--- config.mk ---
export PLATFORM = sky130hd
export DESIGN_NAME = ldm_writeback_sequencer
export DESIGN_NICKNAME = d
export VERILOG_FILES = /design/src/rtl/ldm_writeback_sequencer.sv
export SDC_FILE = /design/constraint.sdc
export NUM_CORES = 1
export LEC_CHECK = 0
export ABC_AREA = 1
export BUFFER_PORTS_ARGS = -buffer_cell sky130_fd_sc_hd__buf_2
export CAP_MARGIN = 10
export CORE_MARGIN = 3
export CORE_UTILIZATION = 55
export DETAILED_ROUTE_END_ITERATION = 7
export PLACE_DENSITY = 0.79
export SETUP_SLACK_MARGIN = 0.5
export SLEW_MARGIN = 20
export SYNTH_ARGS = -nofsm -noshare
export SYNTH_HDL_FRONTEND = slang
export SYNTH_SLANG_ARGS = --single-unit
--- constraint.sdc ---
create_clock -name clk -period 5 [get_ports clk]
set_input_delay 1 -clock clk [delete_from_list [all_inputs] [get_ports clk]]
set_output_delay 1 -clock clk [all_outputs]
set_load 0.05 [all_outputs]
--- src/rtl/ldm_writeback_sequencer.sv ---
// LDM write-back sequencer: fetches one word per listed register over req/ack and writes it back.
// Optional build macro LDM_MEM_ERR_EN adds mem_err/err for aborting on a failed read.
//
// state   | meaning
// S_IDLE  | waiting for start
// S_REQ   | read request outstanding at addr_q
// S_WRITE | wb_en pulse for the fetched word
// S_DONE  | one-cycle done pulse
module ldm_writeback_sequencer #(
  parameter int DATA_W = 32,
  parameter int REG_AW = 4
) (
  input  logic              clk,
  input  logic              rst,
  input  logic              start,
  input  logic [14:0]       reg_list,
  input  logic [DATA_W-1:0] base_addr,
  input  logic              pre_inc,
  output logic              busy,
  output logic              done,
  output logic [DATA_W-1:0] final_addr,
  output logic              mem_req,
  output logic [DATA_W-1:0] mem_addr,
  input  logic              mem_ack,
  input  logic [DATA_W-1:0] mem_rdata,
`ifdef LDM_MEM_ERR_EN
  input  logic              mem_err,
  output logic              err,
`endif
  output logic              wb_en,
  output logic [REG_AW-1:0] wb_dest,
  output logic [DATA_W-1:0] wb_data
);

  typedef enum logic [1:0] {S_IDLE, S_REQ, S_WRITE, S_DONE} state_t;

  state_t              state_q;
  logic [14:0]         mask_q;
  logic [DATA_W-1:0]   addr_q;
  logic [DATA_W-1:0]   final_addr_q;
  logic [DATA_W-1:0]   wb_data_q;
  logic [REG_AW-1:0]   wb_dest_q;
  logic                busy_q, done_q, mem_req_q, wb_en_q;
  logic                err_q;

  logic [4:0]          popcnt_d;
  logic [REG_AW-1:0]   lowest_d;
  logic [14:0]         mask_d;
  logic [DATA_W-1:0]   final_addr_d;
  logic [DATA_W-1:0]   first_addr_d;
  logic                ack_bad_d;

  always_comb begin
    popcnt_d = '0;
    lowest_d = '0;
    for (int i = 0; i < 15; i++) popcnt_d = popcnt_d + {4'b0, reg_list[i]};
    // Scan downward so the lowest set bit is the last one to win.
    for (int i = 14; i >= 0; i--) begin
      if (mask_q[i]) lowest_d = REG_AW'(i);
    end
    mask_d       = mask_q & ~(15'(1) << lowest_d);
    final_addr_d = base_addr + DATA_W'({popcnt_d, 2'b00});
    first_addr_d = pre_inc ? base_addr + DATA_W'(4) : base_addr;
`ifdef LDM_MEM_ERR_EN
    ack_bad_d    = mem_err;
`else
    ack_bad_d    = 1'b0;
`endif
  end

  always_ff @(posedge clk or posedge rst) begin
    if (rst) begin
      state_q      <= S_IDLE;
      mask_q       <= '0;
      addr_q       <= '0;
      final_addr_q <= '0;
      wb_data_q    <= '0;
      wb_dest_q    <= '0;
      busy_q       <= 1'b0;
      done_q       <= 1'b0;
      mem_req_q    <= 1'b0;
      wb_en_q      <= 1'b0;
      err_q        <= 1'b0;
    end else begin
      case (state_q)
        S_IDLE: begin
          if (start) begin
            mask_q       <= reg_list;
            final_addr_q <= final_addr_d;
            addr_q       <= first_addr_d;
            busy_q       <= 1'b1;
            if (reg_list != '0) begin
              state_q   <= S_REQ;
              mem_req_q <= 1'b1;
            end else begin
              state_q <= S_DONE;
              done_q  <= 1'b1;
            end
          end
        end
        S_REQ: begin
          if (mem_ack) begin
            mem_req_q <= 1'b0;
            if (ack_bad_d) begin
              state_q <= S_DONE;
              done_q  <= 1'b1;
              err_q   <= 1'b1;
            end else begin
              wb_data_q <= mem_rdata;
              wb_dest_q <= lowest_d;
              mask_q    <= mask_d;
              addr_q    <= addr_q + DATA_W'(4);
              wb_en_q   <= 1'b1;
              state_q   <= S_WRITE;
            end
          end
        end
        S_WRITE: begin
          wb_en_q <= 1'b0;
          if (mask_q != '0) begin
            state_q   <= S_REQ;
            mem_req_q <= 1'b1;
          end else begin
            state_q <= S_DONE;
            done_q  <= 1'b1;
          end
        end
        default: begin
          done_q  <= 1'b0;
          err_q   <= 1'b0;
          busy_q  <= 1'b0;
          state_q <= S_IDLE;
        end
      endcase
    end
  end

  assign busy       = busy_q;
  assign done       = done_q;
  assign final_addr = final_addr_q;
  assign mem_req    = mem_req_q;
  assign mem_addr   = addr_q;
  assign wb_en      = wb_en_q;
  assign wb_dest    = wb_dest_q;
  assign wb_data    = wb_data_q;
`ifdef LDM_MEM_ERR_EN
  assign err        = err_q;
`else
  logic unused_err;
  assign unused_err = err_q;
`endif

endmodule

# [Word level (Yosys, flattened, before mapping)]
# Index checks and enable logic that the tools add are counted.
[word_totals] output_inout_bits=104 word_cells=95 inputBits=84 register_bits=121
[classes] n_mux=40 add_sub_neg=17 n_reduce_logical=15 n_eq_ne=8 shift=1 n_bitwise=4
[op_table] operator="2-to-1 mux 32 bit" count=3
[op_table] operator="adder 32 x 3 -> 32 bit (second input constant)" count=2
[op_table] operator="one-hot mux 32 bit (2 select lines)" count=1
[op_table] operator="2-to-1 mux 4 bit" count=15
[op_table] operator="adder 5 x 1 -> 5 bit" count=10
[op_table] operator="adder 32 x 7 -> 32 bit" count=1
[op_table] operator="2-to-1 mux 15 bit" count=2
[op_table] operator="one-hot mux 15 bit (2 select lines)" count=1
[op_table] operator="nonzero test 15 bit" count=2
[op_table] operator="bitwise AND 15 bit" count=1
[op_table] operator="inverter 15 bit" count=1
[op_table] operator="<< shifter 1 x 4 -> 15 bit (first input constant)" count=1
[op_table] operator="!= test 2 bit (second input constant)" count=6
[op_table] operator="AND reduction 2 bit" count=5
[op_table] operator="2-to-1 mux 1 bit" count=9
[op_table] operator="2-to-1 mux 2 bit" count=4
[op_table] operator="one-hot mux 1 bit (3 select lines)" count=2
[op_table] operator="one-hot mux 2 bit (3 select lines)" count=1
[op_table] operator="adder 4 x 1 -> 5 bit" count=1
[op_table] operator="AND reduction 5 bit" count=1
[op_table] operator="adder 3 x 1 -> 4 bit" count=1
[op_table] operator="one-hot mux 1 bit (2 select lines)" count=2
[op_table] operator="AND reduction 4 bit" count=1
[op_table] operator="nonzero test 2 bit" count=2
[op_table] operator="other kinds (9)" count=10

# [Longest topological paths before layout]
# Gate-level depths: netlist (run 1).
[logic_depth] depth_word=20 mapped_depth=23 mapped_depth_nobuf=23

# [Worst setup path after synthesis (run 1)]
# Ideal clock, no wire load.
[synth_timing] path_type="input-to-reg" from="in reg_list[0]" to="reg final_addr_q[28], in the netlist final_addr[28]" setup_ns=0.132 path_stages=20 setup_slack_ns=-0.542 path_buffers=0 t_required_ns=4.868 arrival_time_ns=5.410 path_cell_list="inv_1 fa_1 inv_1 fa_1 fa_1 inv_1 fa_1 fa_1 fa_1 fa_1 inv_1 nand3_1 nand2_1 nand2_2 nor3_2 nand4_1 nor2_1 nand2_1 xor2_1 o21ai_1"
[synth_via] elab_chain_len=15
[synth_rtl] element="from (decl)" line_no="16" text="input logic [14:0] reg_list,"
[synth_rtl] element="adder 1 x 1 -> 2 bit" line_no="56" text="for (int i = 0; i < 15; i++) popcnt_d = popcnt_d + {4'b0, reg_list[i]};"
[synth_rtl] element="adder 2 x 1 -> 3 bit" line_no="56"
[synth_rtl] element="adder 3 x 1 -> 4 bit" line_no="56"
[synth_rtl] element="adder 4 x 1 -> 5 bit" line_no="56"
[synth_rtl] element="adder 5 x 1 -> 5 bit (10 in a row)" line_no="56"
[synth_rtl] element="adder 32 x 7 -> 32 bit" line_no="62" text="final_addr_d = base_addr + DATA_W'({popcnt_d, 2'b00});"
[synth_rtl] element="to (signal assigned)" line_no="89" text="final_addr_q <= final_addr_d;"
[synth_rtl] element="to (decl)" line_no="40" text="logic [DATA_W-1:0] final_addr_q;"
# Every way passes these cells.
# A chain may end at the register's enable or synchronous reset.

# [Worst setup path in the final report (run 1)]
[layout_timing] from="in reg_list[0]" to="reg final_addr_q[31], in the netlist final_addr[31]"
# Same word-level chain as after synthesis.

==> results.md, run 1 <==
Outcome:
- The flow ran to the end, but the final reports show violations.
- The final reports fail on negative setup slack.

Finish:
- The area overhead of the layout relative to synthesis is 29.9%.
- The end-of-flow core utilization is 74.2%.
- Of the cells placed in the final design, the portion with a size suffix greater than 1 is 28.7%.
- After the last flow step, the layout net total stands at 1350.
- The count of filler cells inserted in the layout is 1065.

Floorplanning:
- During I/O placement, the number of pins put on the boundary was 188.
- From left edge to right edge, the die measures 124 µm.
- The die is 124 µm tall.
- The floorplan step defined a core boundary enclosing 13500 µm².
- Once the floorplan was initialized, standard cells occupied 57.1% of the core.
- The overall die area is 15400 µm².
- The initialized floorplan defines 42 standard-cell rows.

GRT:
- The initial antenna violation count is 2.
- Global routing used 31.2% of the available tracks.
- The number of global-route vias before repair was 7405.
- The wire length of the first global-routing pass is 38600 µm.
- For this run the aggregate overflow at the end of global routing stands at 0.
- Entering global routing, the biggest net connects 59 pins.

Yosys:
- During synthesis, Yosys emitted a total of 0 warnings.
- Summing the areas of all xor and xnor instances in the mapped netlist gives 6.27% of the synthesized area.
- Ranked by total cell area, the synthesized netlist is headed by sky130_fd_sc_hd__dfrtp_1 39%, sky130_fd_sc_hd__nand2_1 14%, sky130_fd_sc_hd__inv_1 5.5%.
- Sorting the synthesized cells by how often they occur yields 290 x sky130_fd_sc_hd__nand2_1, 121 x sky130_fd_sc_hd__dfrtp_1, 112 x sky130_fd_sc_hd__inv_1, 70 x sky130_fd_sc_hd__nor2_1, 62 x sky130_fd_sc_hd__o21ai_0.
- After synthesis, the share of flip-flops with an asynchronous set or reset is 100%.
- Counting every instance in the synthesized netlist gives 1022.
- The synthesized netlist contains 47 unique library cells.
- Yosys mapped a number of flops with a built-in enable equal to 0.
- After Yosys synthesis, and, or, nand and nor cells account for 29.2% of the synthesized area.
- The cell area that synthesis handed to floorplanning was 7680 µm².
- The flip-flop cell with the highest count after synthesis is sky130_fd_sc_hd__dfrtp_1.
- The share of the Yosys chip area taken by registers is 39.4%.
- Summing the areas of all compound-gate instances in the mapped netlist gives 12.3% of the synthesized area.
- When the netlist entered floorplanning its net count stood at 1131.
- The synthesized design contains 121 register bits.
- The main combinational cell family by area after synthesis is simple AND/OR/NAND/NOR gates.
- The library cell with the highest instance count after synthesis is sky130_fd_sc_hd__nand2_1.
- The adder-cell area share of the yosys netlist is 5.14%.
- The synthesized design spends more area on one cell type than any other, namely sky130_fd_sc_hd__dfrtp_1.
- The post-synthesis average cell area is 7.52 µm².
- The mux share of post-synthesis cell area is 0%.
- The share of synthesized area in the top cell type comes to 39.4%.

Job:
- The number of max-capacitance violations reported is 0.

Setup path:
- The arrival time of the worst setup path is 5830 ps.
- The largest driver fanout on the critical path is 3.
- The capturing element type of the critical path is a register.
- The kind of start point of the critical path is an input port.
- The classification of the worst setup path is in -> reg.
- STA puts the critical path data required time at 5340 ps.

STA:
- The transition time at the pin with the least slew margin is 1000 ps.
- Timing would allow up to 182 MHz.
- The final count of hold timing violations is 0.
- The setup slack of the critical path after layout is -493 ps.
- The post-layout minimum cycle time is 5490 ps.
- The worst path uses 110% of the clock period.
- Setup repair after global routing could not meet its margin everywhere.
- The normalized max-slew margin is 33.1%.
- The number of pins with negative max-slew slack in the final report was 0.
- The worst hold margin is 472 ps.
- The number of setup violations in the final report is 24.
- The setup skew after layout is 5.74 ps.

CTS:
- The root buffer cell is sky130_fd_sc_hd__clkbuf_16.
- The CTS tree is yes.
- The maximum clock insertion buffer count is 2.
- The later-pin clock latency in the skew report is 430 ps.
- The number of sinks driven by the clock tree is 121.
- The number of clock buffers inserted by TritonCTS is 17.
- After clock tree synthesis, the flow added hold-fix buffers numbering 0.
- Clock-pin slew was measured on the worst setup and hold paths at 60 ps.
- The H-tree generated during clock tree synthesis spans 4 levels.

Drt:
- After detailed routing, the number of remaining DRC violations is 0.
- The via count is 7946.
- The detailed router finished its first iteration with 826 violations.
- For this run, the detailed router's first-pass iteration total came to 6.
- The per-cell via count in the routed design is 5.55.
- The antenna violation net count after detailed routing is 0.
- The routed wire length is 24600 µm.
- Dividing the detail-routed wire length by the instance count gives 17.2 µm.

Power:
- The total design power is 7.72 mW.
- VDD sags by at most 0.000558 V.
- For this design the ratio of total power to cell area is 773 nW/µm².
- In this run the static leakage power is 5.02 nW.

Placed design:
- The final RePlAce weighted congestion is 0.958.
- After legalization and detailed placement, the total HPWL measured 17200 µm.
- The number of input and output port buffers inserted is 187.

Min path:
- The tightest min-delay check is of the reg -> reg type.
[area by class of cell]
class	instances	area (µm²)	area share, %
multi-input cells	746	4280	42.8
flip-flops and latches	121	3030	30.3
repair buffers	232	1330	13.3
inverters	123	477	4.77
clock buffers	20	467	4.67
well taps	176	220	2.21
clock inverters	12	188	1.88
diodes	2	5.00	0.0501
[worst max-delay path, cell delays in order]
cell and delay, ps:
sky130_fd_sc_hd__buf_12 90, sky130_fd_sc_hd__inv_12 30, sky130_fd_sc_hd__fa_1 540, sky130_fd_sc_hd__inv_2 40, sky130_fd_sc_hd__fa_1 480, sky130_fd_sc_hd__fa_1 530, sky130_fd_sc_hd__inv_1 60, sky130_fd_sc_hd__fa_1 450
sky130_fd_sc_hd__fa_2 370, sky130_fd_sc_hd__fa_2 570, sky130_fd_sc_hd__inv_2 60, sky130_fd_sc_hd__ha_4 270, sky130_fd_sc_hd__nand3_2 70, sky130_fd_sc_hd__nand2_2 110, sky130_fd_sc_hd__nand2_2 80, sky130_fd_sc_hd__a21oi_4 170
sky130_fd_sc_hd__nand3_4 110, sky130_fd_sc_hd__nor2_4 160, sky130_fd_sc_hd__nand2_4 80, sky130_fd_sc_hd__nor2_4 110, sky130_fd_sc_hd__nand2_2 90, sky130_fd_sc_hd__nor2_1 120, sky130_fd_sc_hd__nand2_1 70, sky130_fd_sc_hd__a31oi_1 160
[stage by stage]
stage | cells | TNS, ps | setup slack, ps | cell area (µm²)
after floorplan | 1022 | -4940 | -444 | 7720
after detailed placement | 1383 | -18000 | -888 | 8980
after CTS | 1427 | -4260 | -338 | 9880
after global routing | 1432 | -10170 | -647 | 9990
after global placement | 1383 | -15360 | -794 | 8980
final | 1432 | -6540 | -493 | 9990
[registers in the layout, indices dropped and copies added (netlist names)]
| signal | flops |
|---|---|
| busy | 1 |
| wb_data | 32 |
| done | 1 |
| mem_addr | 32 |
| state_q | 2 |
| wb_en | 1 |
| mask_q | 15 |
| wb_dest | 4 |
| final_addr | 32 |
| mem_req | 1 |
[metal layers]
| layer | vias to the layer above | GRT usage [%] | wire length (µm) | share of wire, % |
|---|---|---|---|---|
| li1 | 3760 | - | - | - |
| met1 | 3762 | 42.3 | 10400 | 42 |
| met2 | 362 | 49.0 | 11600 | 47 |
| met3 | 62 | 7.04 | 1890 | 7.7 |
| met4 | 0 | 11.9 | 710 | 2.9 |
| met5 | - | 0 | 0 | 0 |
[power breakdown]
group	total (mW)	switching (mW)	internal, mW
sequential	1.86	0.395	1.47
combinational	4.50	3.22	1.28
clock	1.36	0.484	0.880
[timing repair]
action,in CTS,in global routing
endpoints found under the setup margin,28,29
pin swaps,16,9
setup buffers,12,3
resized for setup,42,18
endpoints found under the hold margin,0,0
[path summary, 6_finish.rpt]
| path | from | end | slack [ps] | depth (start not counted) |
|---|---|---|---|---|
| max in group asynchronous | rst | mem_addr[28] | 3450 | 3 |
| worst max register to register | state_q[0] | mem_addr[21] | 1980 | 10 |
| worst min register to register | final_addr[5] | final_addr[5] | 470 | 2 |
| worst min-delay path | final_addr[5] | final_addr[5] | 470 | 2 |
| worst max-delay path | reg_list[0] | final_addr[31] | -490 | 24 |
| min in group asynchronous | rst | final_addr[31] | 560 | 2 |
[logic make-up (layout without fill, tap and decap cells)]
group                    count (synthesis)  in the layout
XOR/XNOR                                55             55
buffers and inverters                  155            387
flip-flops                             121            121
AND/OR/NAND/NOR                        496            496
other                                    0              2
AO/OA/AOI/OAI                          170            170
adder cells (fa/ha/maj)                 25             25
[cells in the final DEF (no fill, tap or decap), drive strengths merged, types with 4 or more instances in the layout]
master and count:
nor3 24, nor4 12, nand2 302, xnor2 8
a22oi 7, buf 232, xor2 47, bufinv 4
ha 14, clkbuf 20, inv 125, or2 4
o22ai 4, dfrtp 121, nand3 52, nor2 84
a31oi 11, fa 11, clkinv 4, a21oi 62
o21ai 73, o211ai 6, nand4 15
Note: power is estimated with default switching activity, not from simulation.
==> inputs of run 2 (changes only) <==
--- a/config.mk
+++ b/config.mk
@@ -8,7 +8,7 @@
 export ABC_AREA = 1
 export BUFFER_PORTS_ARGS = -buffer_cell sky130_fd_sc_hd__buf_2
 export CAP_MARGIN = 10
-export CORE_MARGIN = 3
+export CORE_MARGIN = 1.5
 export CORE_UTILIZATION = 55
 export DETAILED_ROUTE_END_ITERATION = 7
 export PLACE_DENSITY = 0.79
==> run 2 against run 1 <==
The flow still finishes with violations (negative setup slack). Largest cell class unchanged. Combinational power is 4% lower. Critical path depth is 1 lower. Clock skew is 0.86 ps lower. Sequential power hardly changed. Wire length is 7.7% lower. Non-clock buffer count is 4 lower. Worst hold slack hardly changed. Critical endpoint is now final_addr[29]. Sequential share of layout area is 0.39 points higher. Die area is 4.8% lower. Clock-buffer cell count is 2 lower. Global-route usage hardly changed. Via count is 2.7% lower.
==> results.md, run 2 (synthesis gave the netlist of run 1 again) <==
CTS:
- The number of clock buffers inserted by TritonCTS is 17 (unchanged).
- The clock transition at the registers of the reported paths is 60 ps (about the same).
- TritonCTS built the clock tree.
- The maximum clock insertion buffer count is 2 (unchanged).
- The number of sinks driven by the clock tree was 121 (unchanged).
- The depth of the CTS H-tree is 4 (unchanged).
- In this run the clock root is driven by a sky130_fd_sc_hd__clkbuf_16.
- The count of hold-fix buffers inserted at cts is 0 (unchanged).
- The later-pin clock latency in the skew report is 420 ps (about the same).

Setup path:
- The largest driver fanout on the critical path is 3 (unchanged).
- The required time at the worst-slack endpoint is 5280 ps (-60 ps).
- The arrival time of the worst setup path came to 5740 ps (-90 ps).
- The critical path in this run is classified as in -> reg.
- The reg-to-reg setup timing slack was 2070 ps (+90 ps).
- The worst setup path is captured at a register.
- In this run the critical register-to-register path is launched from state_q[0].
- The start point of the critical path is reg_list[3].
- The worst setup path is launched from an input port.

Finish:
- The library cell used most frequently in the layout, excluding fill and tap cells, is sky130_fd_sc_hd__nand2_1.
- The end-of-flow core utilization is 71.6% (-2.6 points).
- The share of post-route cells with drive strength above 1 is 28.5% (-0.23 points).
- Leaving out fill and tap cells, the most frequent cells in the layout are 282 x sky130_fd_sc_hd__nand2_1, 185 x sky130_fd_sc_hd__buf_2, 121 x sky130_fd_sc_hd__dfrtp_1.
- The final net count is 1346 (-0.30%).
- The final instance area came to 9860 µm² (-1.3%).
- The area overhead of the layout relative to synthesis is 28.3%.

STA:
- The transition time at the pin with the least slew margin came to 944 ps (-59.5 ps).
- The post-layout minimum cycle time is 5450 ps (-38.3 ps).
- Setup repair after global routing could not meet its margin everywhere.
- The number of setup violations in the final report is 26 (+8.3%).
- The final count of hold timing violations is 0 (unchanged).
- The final period utilization was 109% (-0.77 points).
- The normalized max-slew margin is 37.0% (+4.0 points).
- The setup slack of the critical path after layout is -454 ps (+38.3 ps).
- The worst hold margin is 472 ps (-0.393 ps).
- The setup skew after layout is 4.88 ps (-0.860 ps).
- The timing-limited maximum frequency came to 183 MHz (+0.70%).
- The number of pins with negative max-slew slack in the final report is 0 (unchanged).

Drt:
- The via count came to 7728 (-2.7%).
- The per-cell via count in the routed design came to 5.39 (-2.8%).
- The antenna violation net count after detailed routing was 0 (unchanged).
- The routed wirelength normalized by instance count is 15.8 µm (-7.7%).
- The number of iterations in the first detailed-routing pass is 6 (unchanged).
- The routed wire length is 22700 µm (-7.7%).
- The starting DRC count in detailed routing is 672 (-19%).
- The total DRC errors in the routed layout was 0 (unchanged).

Outcome:
- The checks that failed: negative setup slack.
- The run finished, with violations left.

GRT:
- The wire length of the first global-routing pass was 35600 µm (-7.9%).
- The total grt overflow is 0 (unchanged).
- The number of global-route vias before repair is 7048 (-4.8%).
- The initial antenna violation count is 1 (-1).
- The pin count of the biggest net entering global routing is 89 (+51%).
- The all-layer global routing usage was 31.2% (about the same).

Floorplanning:
- The overall die area was 14700 µm² (-4.8%).
- The site row count is 43 (+2.4%).
- The count of pins on the block boundary is 188 (unchanged).
- The die outline height is 121 µm (-2.4%).
- The area of the core is 13800 µm² (+2.4%).
- The chip width is 121 µm (-2.4%).
- The effective utilization at floorplan was 55.8% (-1.3 points).

Placed design:
- The final RePlAce weighted congestion was 0.944 (-1.5%).
- The placed instance area came to 8960 µm² (-0.19%).
- The final HPWL from detailed placement was 16200 µm (-5.8%).
- The setup slack after placement is -950 ps (-62.1 ps).
- The number of input and output port buffers inserted is 187 (unchanged).

Power:
- The highest ir drop seen on vdd is 0.000444 V (-20%).
- The leakage power is 4.96 nW (-1.2%).
- The total power density per cell area is 748 nW/µm² (-3.2%).

Job:
- The number of max-capacitance violations reported is 0 (unchanged).

Min path:
- The class of the tightest hold or removal check is reg -> reg.
- The startpoint of the most critical hold path is final_addr[4].
==> run 2: final timing paths <==
| check | end | cells after the start |
|---|---|---|
| setup / recovery | final_addr[29] | 23 |
| hold / removal | final_addr[4] | 2 |
| setup reg to reg | mem_addr[28] | 11 |
| hold reg to reg | final_addr[4] | 2 |
| max in group asynchronous | mem_addr[11] | 3 |
| min in group asynchronous | wb_data[6] | 2 |
==> run 2: layout make-up <==
cell class	count	area, µm²
Clock buffer	18	439
Clock inverter	14	140
Fill cell	1119	3910
Timing Repair Buffer	228	1290
Antenna cell	3	7.51
Sequential cell	121	3030
Tap cell	180	225
Inverter	123	484
Multi-Input combinational cell	746	4250
==> run 2: critical path, stage by stage <==
cell and delay (ps):
sky130_fd_sc_hd__buf_8 90, sky130_fd_sc_hd__inv_4 40, sky130_fd_sc_hd__fa_1 550, sky130_fd_sc_hd__inv_2 40, sky130_fd_sc_hd__fa_1 510, sky130_fd_sc_hd__fa_1 590
sky130_fd_sc_hd__inv_2 50, sky130_fd_sc_hd__fa_1 450, sky130_fd_sc_hd__fa_2 380, sky130_fd_sc_hd__fa_2 550, sky130_fd_sc_hd__inv_2 50, sky130_fd_sc_hd__ha_4 260
sky130_fd_sc_hd__nand3_2 60, sky130_fd_sc_hd__nand2_2 70, sky130_fd_sc_hd__nand2_2 70, sky130_fd_sc_hd__a21oi_4 170, sky130_fd_sc_hd__nand3_4 100, sky130_fd_sc_hd__nor2_4 160
sky130_fd_sc_hd__inv_2 90, sky130_fd_sc_hd__nor2_4 130, sky130_fd_sc_hd__nand2_2 80, sky130_fd_sc_hd__xor2_1 170, sky130_fd_sc_hd__o21ai_1 70
==> run 2: layer usage <==
metal	wire, µm	vias to the layer above	global-route usage (%)
met5	0	-	0
met4	535	0	11.9
met3	1640	45	6.11
met2	10300	349	47.1
met1	10200	3590	44.6
li1	-	3744	-
==> run 2: per-stage QoR <==
| step | TNS [ps] | total power [mW] | std cells |
|---|---|---|---|
| 2_1_floorplan | -4940 | 4.88 | 1022 |
| 3_3_place_gp | -15510 | 5.84 | 1384 |
| 3_5_place_dp | -18870 | 5.92 | 1384 |
| 4_1_cts | -6150 | 7.29 | 1426 |
| 5_1_grt | -11600 | 7.86 | 1431 |
| 6_report | -7680 | 7.38 | 1433 |
==> run 2: what timing repair did <==
item	CTS	global route
buffers inserted	10	4
gates cloned	0	0
gates resized for setup	32	25
endpoints found under the setup margin	28	29
pin swaps	26	25
==> run 2: power by group <==
group	switching (mW)	total, mW	leakage, nW	internal [mW]
clock	0.480	1.19	0.280	0.707
sequential	0.382	1.85	1.46	1.47
combinational	3.14	4.34	3.21	1.21
==> inputs of run 3 (changes only) <==
==> constraint.sdc (replaced) <==
create_clock -name clk -period 5.35 [get_ports clk]
set_input_delay 1.07 -clock clk [delete_from_list [all_inputs] [get_ports clk]]
set_output_delay 1.07 -clock clk [all_outputs]
set_load 0.05 [all_outputs]
==> run 3 against run 2 <==
The run still ends with negative setup slack left. Wire length up 1.8%. Critical endpoint is now final_addr[31]. Non-clock buffer count is 2 lower. Highest routed layer unchanged. Global-route usage up 0.62 points.
==> results.md, run 3 (synthesis gave the netlist of run 1 again) <==
Floorplanning:
- The overall die area is 14700 µm² (unchanged).
- The die outline height is 121 µm (unchanged).
- The site row count is 43 (unchanged).
- The area of the core is 13800 µm² (unchanged).
- The count of pins on the block boundary is 188 (unchanged).
- The effective utilization at floorplan is 55.8% (unchanged).
- The chip width is 121 µm (unchanged).

GRT:
- The wire length of the first global-routing pass came to 36300 µm (+2.1%).
- The pin count of the biggest net entering global routing is 63 (-29%).
- The all-layer global routing usage is 31.8% (+0.62 points).
- The total grt overflow was 0 (unchanged).
- The number of global-route vias before repair is 7204 (+2.2%).
- The initial antenna violation count is 0 (-1).

Setup path:
- The start point of the critical path is reg_list[3].
- The depth of the most critical reg-to-reg path is 11 (unchanged).
- The largest driver fanout on the critical path is 3 (unchanged).
- The cell repeated most along the worst path is sky130_fd_sc_hd__fa_1.
- The classification of the worst setup path is in -> reg.
- The worst register-to-register path ends at mem_addr[30].
- The worst setup path is captured at a register.
- The reg-to-reg setup timing slack is 2050 ps (-20 ps).
- Following the worst setup path forward leads to its endpoint at final_addr[31].
- The maximum cell stage delay along the critical path is 580 ps (about the same).
- The required time at the worst-slack endpoint is 5680 ps (+400 ps).
- The buffers plus inverters on the worst setup path is 5 (-1).
- The arrival time of the worst setup path is 5710 ps (-30 ps).
- The depth of the critical timing path with buffers and inverters included came to 24 (+4.3%).
- Walking the worst path, the cells encountered are buf_8, inv_4, fa_1, inv_1, fa_1, fa_1, inv_2, fa_1, fa_2, fa_2, inv_2, ha_4, nand3_2, nand2_2, nand2_2, a21oi_4, nand3_4, nor2_4, nand2_2, nor2_4, nand2_4, nor2_2, nand2_1, a31oi_1.
- In this run the critical register-to-register path is launched from state_q[1].
- The kind of start point of the critical path is an input port.
- For this design, the slowest cell found on the critical path is sky130_fd_sc_hd__fa_2.
- The category of cells accounting for the largest share of critical-path delay is adder cells.

Drt:
- The number of iterations in the first detailed-routing pass is 6 (unchanged).
- The starting DRC count in detailed routing is 762 (+13%).
- The sum of routed wire segments on met1 was 10000 µm (-2.0%).
- The total DRC errors in the routed layout is 0 (unchanged).
- The per-cell via count in the routed design is 5.46 (+1.2%).
- The via count was 7790 (+0.80%).
- The routed wire length was 23100 µm (+1.8%).
- The antenna violation net count after detailed routing was 0 (unchanged).
- The top layer reached by signal wires is met4.
- The routed wirelength normalized by instance count is 16.2 µm (+2.1%).
- The sum of met3 wire segment lengths after detailed routing is 1790 µm (+9.2%).
- The total length of routed met2 wires is 10800 µm (+5.2%).

STA:
- The transition time at the pin with the least slew margin was 949 ps (+5.28 ps).
- The worst hold margin is 472 ps (+0.970 ps).
- The setup skew after layout was 7.44 ps (+2.56 ps).
- After layout, the worst path uses 101% of the clock period.
- The final count of hold timing violations is 0 (unchanged).
- The normalized max-slew margin is 36.7% (-0.35 points).
- The smallest clock period supported by the final layout is computed as 5380 ps.
- The number of pins with negative max-slew slack in the final report is 0 (unchanged).
- The setup slack of the critical path after layout is -30.0 ps (+424 ps).
- Setup repair after global routing could not meet its margin everywhere.
- The number of setup violations in the final report is 3 (-88%).
- The timing-limited maximum frequency is 186 MHz.

Finish:
- The total area of multi-input combinational cells is 4240 µm² (-0.24%).
- The final net count is 1344 (-0.15%).
- The commonest non-fill, non-tap cell in the layout is sky130_fd_sc_hd__nand2_1.
- Compared with the post-synthesis result, the final layout area differs by 28.5%.
- The number of antenna repair diodes is 0 (-3).
- The sequential cell area in the final layout is 3030 µm² (unchanged).
- The count of filler cells inserted in the layout was 1144 (+2.2%).
- The library cells used most frequently in the layout, excluding fill and tap cells, are 285 x sky130_fd_sc_hd__nand2_1, 185 x sky130_fd_sc_hd__buf_2, 121 x sky130_fd_sc_hd__dfrtp_1.
- The share of post-route cells with drive strength above 1 is 28.0% (-0.44 points).

Placed design:
- The final RePlAce weighted congestion is 0.939 (-0.49%).
- The setup slack after placement is -609 ps (+341 ps).
- The number of input and output port buffers inserted is 187 (unchanged).
- The final HPWL from detailed placement is 16600 µm (+2.2%).

Power:
- The fraction of power consumed by combinational cells was 58.2% (-0.7 points).
- The internal power contribution is 3.27 mW (-3.4%).
- The share of total power in sequential cells is 24.7% (-0.4 points).
- The switching power as a share of total power was 53.5% (-0.72 points).
- The clock share of power is 17.2% (+1.1 points).
- The switching power of the nets is 3.75 mW (-6.1%).
- The total power density per cell area was 711 nW/µm² (-5.0%).
- The highest ir drop seen on vdd is 0.000349 V (-21%).
- The leakage power is 4.96 nW (about the same).

Job:
- The number of max-capacitance violations reported is 0 (unchanged).

CTS:
- The maximum clock insertion buffer count is 2 (unchanged).
- The clock transition at the registers of the reported paths was 60 ps (about the same).
- The count of hold-fix buffers inserted at cts came to 0 (unchanged).
- The depth of the CTS H-tree is 4 (unchanged).
- The later-pin clock latency in the skew report is 430 ps (about the same).
- The number of sinks driven by the clock tree came to 121 (unchanged).
- The number of clock buffers inserted by TritonCTS is 17 (unchanged).
- The root buffer cell is sky130_fd_sc_hd__clkbuf_16.
- TritonCTS built the clock tree.

Outcome:
- The checks that failed: negative setup slack.
- The run finished, with violations left.

Min path:
- The class of the tightest hold or removal check is reg -> reg.
==> run 3: power groups by stage <==
stage	registers [mW]	clock network (mW)	logic [mW]
detailed placement	1.74	0	3.83
CTS	1.73	1.21	3.98
global placement	1.72	0	3.77
global route	1.79	1.25	4.42
floorplan	2.98	0	1.59
finish	1.73	1.20	4.08
==> run 3: metrics by stage <==
stage                     utilization [%]  cell area [µm²]  TNS (ps)  std cells  power (mW)
after global routing                 71.7             9870     -1370       1428        7.46
after global placement               65.0             8960     -8020       1383        5.48
after floorplan                         -             7720      -858       1022        4.56
after detailed placement             65.0             8960     -9630       1383        5.57
after CTS                            70.9             9770      -172       1423        6.92
final                                71.7             9870     -68.7       1428        7.02
==> run 3: layout make-up <==
class	count	share of cell area, %
clock buffers	20	4.63
clock inverters	12	1.67
inverters	123	4.85
multi-input cells	746	42.9
flip-flops and latches	121	30.7
well taps	180	2.28
repair buffers	226	13.0
==> run 3: routing by layer <==
layer  vias to the layer above  global-route usage [%]
met5                         -                       0
met4                         0                    9.34
met3                        41                    5.73
met2                       374                    49.9
met1                      3631                    45.3
li1                       3744                       -
==> run 3: how the worst min path moves through the flow <==
stage                       start       endpoint  slack (ps)  cells past startpoint
global route           wb_data[5]     wb_data[5]         490                      2
CTS                    wb_data[7]     wb_data[7]         480                      2
detailed placement     wb_data[7]     wb_data[7]         460                      2
floorplan              state_q[0]     state_q[0]         510                      2
finish              final_addr[1]  final_addr[1]         470                      2
global placement      wb_data[16]    wb_data[16]         460                      2
==> run 3: timing repair <==
item / 4_1_cts / 5_1_grt
buffers inserted: 8 / 5
endpoints found under the setup margin: 27 / 27
gates resized for setup: 32 / 21
hold endpoints to repair: 0 / 0
pin swaps: 23 / 14
==> run 3: tightest hold or removal path: stages (launching register included) <==
cell	delay, ps
sky130_fd_sc_hd__dfrtp_1	340
sky130_fd_sc_hd__nand2_1	50
sky130_fd_sc_hd__nand2_1	50
